==> config.mk <==
export PLATFORM = sky130hd
export DESIGN_NAME = mod_dec_add_round_key_seq
export DESIGN_NICKNAME = d
export VERILOG_FILES = /design/src/rtl/mod_dec_add_round_key_seq.sv
export SDC_FILE = /design/constraint.sdc
export NUM_CORES = 2
export LEC_CHECK = 0
export ABC_CLOCK_PERIOD_IN_PS = 73000
export BUFFER_PORTS_ARGS = -buffer_cell sky130_fd_sc_hd__buf_4
export CORE_ASPECT_RATIO = 1.2
export CORE_UTILIZATION = 61
export DETAILED_ROUTE_END_ITERATION = 7
export GPL_TIMING_DRIVEN = 0
export PLACE_DENSITY_LB_ADDON = 0.12
export SYNTH_ARGS = -nofsm -noshare
export SYNTH_HDL_FRONTEND = slang
export SYNTH_SLANG_ARGS = --single-unit
==> constraint.sdc <==
create_clock -name clk -period 73 [get_ports clk]
set_input_delay 7.3 -clock clk [delete_from_list [all_inputs] [get_ports clk]]
set_output_delay 7.3 -clock clk [all_outputs]
set_load 0.02 [all_outputs]
==> src/rtl/mod_dec_add_round_key_seq.sv <==
// Reverse-order AddRoundKey sequencer for the AES-256 inverse cipher: applies round keys NR..0 to a
// stream of state beats. Optional DEC_ARK_ZEROIZE_EN: key_idx 4'hF in IDLE wipes the key store.
module mod_dec_add_round_key_seq #(
    parameter int NR = 14,
    parameter int BW = 128
) (
    input  logic             clk,
    input  logic             rst,
    input  logic             key_wr,
    input  logic [3:0]       key_idx,
    input  logic [BW-1:0]    key_in,
    output logic             keys_loaded,
    output logic             key_err,
    input  logic             blk_valid,
    output logic             blk_ready,
    input  logic             blk_first,
    input  logic [15:0][7:0] blk_in,
    output logic [15:0][7:0] o,
    output logic             o_valid,
    input  logic             o_ready,
    output logic [3:0]       round,
    output logic             last
);
    localparam logic [3:0] NR4 = 4'(NR);

    typedef enum logic {IDLE, RUN} state_t;

    state_t          state_reg;
    logic [3:0]      rc_reg;
    logic [NR:0]     mask_reg;
    logic [BW-1:0]   key_mem [0:NR];

    logic            accept;
    logic            wr_ok;
    logic            zero_req;
    logic [3:0]      key_sel;
    logic [BW-1:0]   key_cur;
    logic [15:0][7:0] o_next;

    assign keys_loaded = &mask_reg;
    assign blk_ready   = keys_loaded && (!o_valid || o_ready);
    assign accept      = blk_valid && blk_ready;

    // blk_first restarts the schedule at the top key, whatever the counter says
    assign key_sel = blk_first ? NR4 : rc_reg;
    assign key_cur = key_mem[key_sel];

    // Key writes are judged on the pre-edge state, so a same-cycle beat never blocks them
    assign wr_ok = key_wr && (state_reg == IDLE) && !o_valid && (key_idx <= NR4);

`ifdef DEC_ARK_ZEROIZE_EN
    assign zero_req = key_wr && (key_idx == 4'hF) && (state_reg == IDLE) && !o_valid;
`else
    assign zero_req = 1'b0;
`endif

    generate
        for (genvar gi = 0; gi < 16; gi++) begin : g_xor
            assign o_next[gi] = blk_in[gi] ^ key_cur[8*gi +: 8];
        end

        for (genvar gi = 0; gi <= NR; gi++) begin : g_slot
            always_ff @(posedge clk or posedge rst) begin
                if (rst) begin
                    key_mem[gi]  <= '0;
                    mask_reg[gi] <= 1'b0;
                end else if (zero_req) begin
                    key_mem[gi]  <= '0;
                    mask_reg[gi] <= 1'b0;
                end else if (wr_ok && (key_idx == 4'(gi))) begin
                    key_mem[gi]  <= key_in;
                    mask_reg[gi] <= 1'b1;
                end
            end
        end
    endgenerate

    always_ff @(posedge clk or posedge rst) begin
        if (rst) begin
            state_reg <= IDLE;
            rc_reg    <= NR4;
            o         <= '0;
            o_valid   <= 1'b0;
            round     <= NR4;
            last      <= 1'b0;
            key_err   <= 1'b0;
        end else begin
            key_err <= key_wr && !wr_ok && !zero_req;

            if (accept) begin
                o       <= o_next;
                o_valid <= 1'b1;
                round   <= key_sel;
                last    <= (key_sel == 4'd0);
                if (blk_first) begin
                    rc_reg    <= NR4 - 4'd1;
                    state_reg <= RUN;
                end else if (rc_reg == 4'd0) begin
                    rc_reg    <= NR4;
                    state_reg <= IDLE;
                end else begin
                    rc_reg    <= rc_reg - 4'd1;
                    state_reg <= RUN;
                end
            end else if (o_ready) begin
                o_valid <= 1'b0;
            end
        end
    end
endmodule

==> results.sh <==
export IMPL_status="finished, violations left"
export IMPL_violations="max-capacitance violations, max-slew violations"
export IMPL_drive_gt1_frac=0.408
export IMPL_gp_congestion=0.904
export IMPL_stdcell_area_um2=108000
export IMPL_synth_cell_types=46
export IMPL_final_max_slew_violation_count=4
export IMPL_setup_tns_ns=0
export IMPL_grt_pass1_vias=65800
export IMPL_finalCriticalPeriod_ns=15.15
export IMPL_netlist_area_um2=95100
export IMPL_cts_tree="yes"
export IMPL_clock_path_buffers=3
export IMPL_grt_max_degree=137
export IMPL_reg2reg_depth=8
export IMPL_synth_enable_flop_cells=0
export IMPL_grt_overflow=0
export IMPL_cpMaxStageDelayCell="nand2b_1"
export IMPL_rsz0062_at_grt="no"
export IMPL_synth_warnings=0
export IMPL_regToRegStartpoint="rc_reg[2]$_DFFE_PP1P_"
export IMPL_cp_top_family="simple AND/OR/NAND/NOR gates"
export IMPL_path_common_cell="buf_4"
export IMPL_largest_reg_flops=1920
export IMPL_drt_pass1_iter_count=6
export IMPL_finalHoldViolCount=0
export IMPL_holdCritPathClass="reg -> reg"
export IMPL_dieArea_um2=157000
export IMPL_synthArstFlopShare=1.00
export IMPL_cp_cell_sequence="buf_4 > nand2b_1 > nor2b_1 > buf_4"
export IMPL_final_setup_skew_ns=0.0263
export IMPL_h_tree_depth=4
export IMPL_tightest_slew_ns=1.64
export IMPL_grt_pass1_wl_um=442000
export IMPL_io_buffers=401
export IMPL_ctsResizeCount=0
export IMPL_final_core_util=0.700
export IMPL_grt_usage=0.387
export IMPL_critical_path_arrival_ns=7.85
export IMPL_via_per_inst=6.67
export IMPL_yosysSeqAreaShare=0.546
export IMPL_worst_r2r_setup_slack_ns=68.33
export IMPL_fin_crit_sh=0.208
export IMPL_wl_met2_um=141000
export IMPL_root_buffer="clkbuf_16"
export IMPL_whs_path_depth=1
export IMPL_clk_pin_slew_worst_paths_ns=0.06
export IMPL_wl_met1_um=119000
export IMPL_syn_to_final_growth_pct=13.8
export IMPL_dr_wl_met3_um=27000
export IMPL_cts_buffers=203
export IMPL_synthFlopType="dfrtp_1"
export IMPL_synth_top_cell_by_area="dfrtp_1"
export IMPL_ant_nets=0
export IMPL_clock_latency_ns=0.87
export IMPL_fp_row_count=158
export IMPL_maxCapViolCount=2
export IMPL_most_common_layout_cells="dfrtp_1 (2,069), mux2_2 (1,921), mux2i_1 (511)"
export IMPL_fin_nets=7707
export IMPL_antenna_found_initial=41
export IMPL_drc=0
export IMPL_ir_drop_mv=0.0226
export IMPL_synth_nets=7079
export IMPL_startpoint_type="input port"
export IMPL_fmax_mhz=66.0
export IMPL_die_x_um=362
export IMPL_slew_headroom=-0.0936
export IMPL_cp_slowest_stage_delay_ns=0.15
export IMPL_drt_wl_total_um=304000
export IMPL_power_density_nw_per_um2=28.2
export IMPL_dp_hpwl_um=206000
export IMPL_leakage_uw=0.0521
export IMPL_vias=64800
export IMPL_path_buf_inv=2
export IMPL_ios=403
export IMPL_post_cts_buffers=0
export IMPL_highest_layer="met5"
export IMPL_mostFrequentLayoutCell="dfrtp_1"
export IMPL_drt_iter0_markers=6345
export IMPL_clkSinkCount=2075
export IMPL_routedWlPerCell_um=31.4
export IMPL_reg2reg_to="o[108]$_DFFE_PP0P_"
export IMPL_synth_area_top_cells="dfrtp_1 (54%), mux2_2 (23%), mux2i_1 (5.4%)"
export IMPL_path_max_fanout=3
export IMPL_finalSetupViolations=0
export IMPL_netlist_instances=6812
export IMPL_avgSynthCellArea_um2=14.0
export IMPL_hold_buffers=0
export IMPL_yosysTopAreaCellShare=0.545
export IMPL_end_kind="primary output"
export IMPL_hold_end="mask_reg[9]$_DFFE_PP0P_"
export IMPL_worstHoldStart="mask_reg[9]$_DFFE_PP0P_"
export IMPL_setup_worst_path_class="in -> out"
export IMPL_core_area_um2=155000
export IMPL_start_util=0.615
export IMPL_die_y_um=434
export IMPL_required_ns=65.70
export IMPL_place_area_um2=101000
export IMPL_ys_seq_elements=2075
cells by family (layout without fill, tap and decap cells):
kind of cell / count (synthesis) / after routing / share of synthesized area
AO/OA/AOI/OAI: 1036 / 1036 / 0.0863
adder cells (fa/ha/maj): 1 / 1 / 0.000132
buffers and inverters: 658 / 1445 / 0.0282
flip-flops: 2075 / 2075 / 0.546
multiplexers: 2560 / 2560 / 0.312
other: 0 / 30 / 0
AND/OR/NAND/NOR: 482 / 482 / 0.0273
cell type report:
type | instances | area, um2
diodes | 30 | 75.1
plain buffers | 653 | 2680
clock buffers | 303 | 6160
clock inverters | 61 | 678
fillers | 11000 | 46400
inverters | 5 | 26.3
multi-input cells | 4079 | 40500
flip-flops and latches | 2075 | 51900
well taps | 2080 | 2600
repair buffers | 423 | 3600
synthesized netlist by cell type, drive strengths merged (3+ instances only):
| master | number |
|---|---|
| a22oi | 130 |
| mux2 | 1921 |
| nor3 | 16 |
| a211o | 114 |
| or2 | 136 |
| nand2b | 25 |
| o32ai | 127 |
| nor3b | 3 |
| nand2 | 22 |
| inv | 5 |
| mux2i | 511 |
| nand4 | 5 |
| nor2b | 4 |
| buf | 174 |
| o211a | 115 |
| nor2 | 144 |
| o21bai | 128 |
| a21oi | 129 |
| a32oi | 127 |
| mux4 | 128 |
| o21ai | 7 |
| nor4 | 114 |
| nand3 | 4 |
| dfstp | 6 |
| clkbuf | 479 |
| o31a | 13 |
| or3 | 3 |
| o21a | 140 |
| dfrtp | 2069 |
stage by stage:
stage	cells	total power, uW	worst slack, ns	hold WS [ns]
finish	9709	3050	57.85	0.467
global route	9689	3150	57.84	0.487
floorplan	6812	1830	7.09	0.434
detailed placement	9315	1970	57.85	0.454
CTS	9679	3050	57.85	0.471
global placement	9293	1960	-12.68	0.450
per-layer routing:
layer,up-vias,global-route usage
li1,26700,-
met1,34300,0.505
met2,2953,0.596
met3,810,0.101
met4,46,0.210
met5,-,0
report_power, final:
part	internal, uW	switching (uW)
Clock	626	457
Sequential	1360	109
Combinational	266	232
Total	2250	798
worst max-delay path by stage:
stage | endpoint | startpoint | cells past startpoint | slack, ns
2_1_floorplan | key_err$_DFF_PP0_ | rst | 1 | 7.09
3_3_place_gp | o[67]$_DFFE_PP0P_ | rst | 2 | -12.68
3_5_place_dp | blk_ready | o_ready | 4 | 57.85
4_1_cts | blk_ready | o_ready | 4 | 57.85
5_1_grt | blk_ready | o_ready | 4 | 57.84
6_report | blk_ready | o_ready | 4 | 57.85
Power figures use the tool's default switching activity.
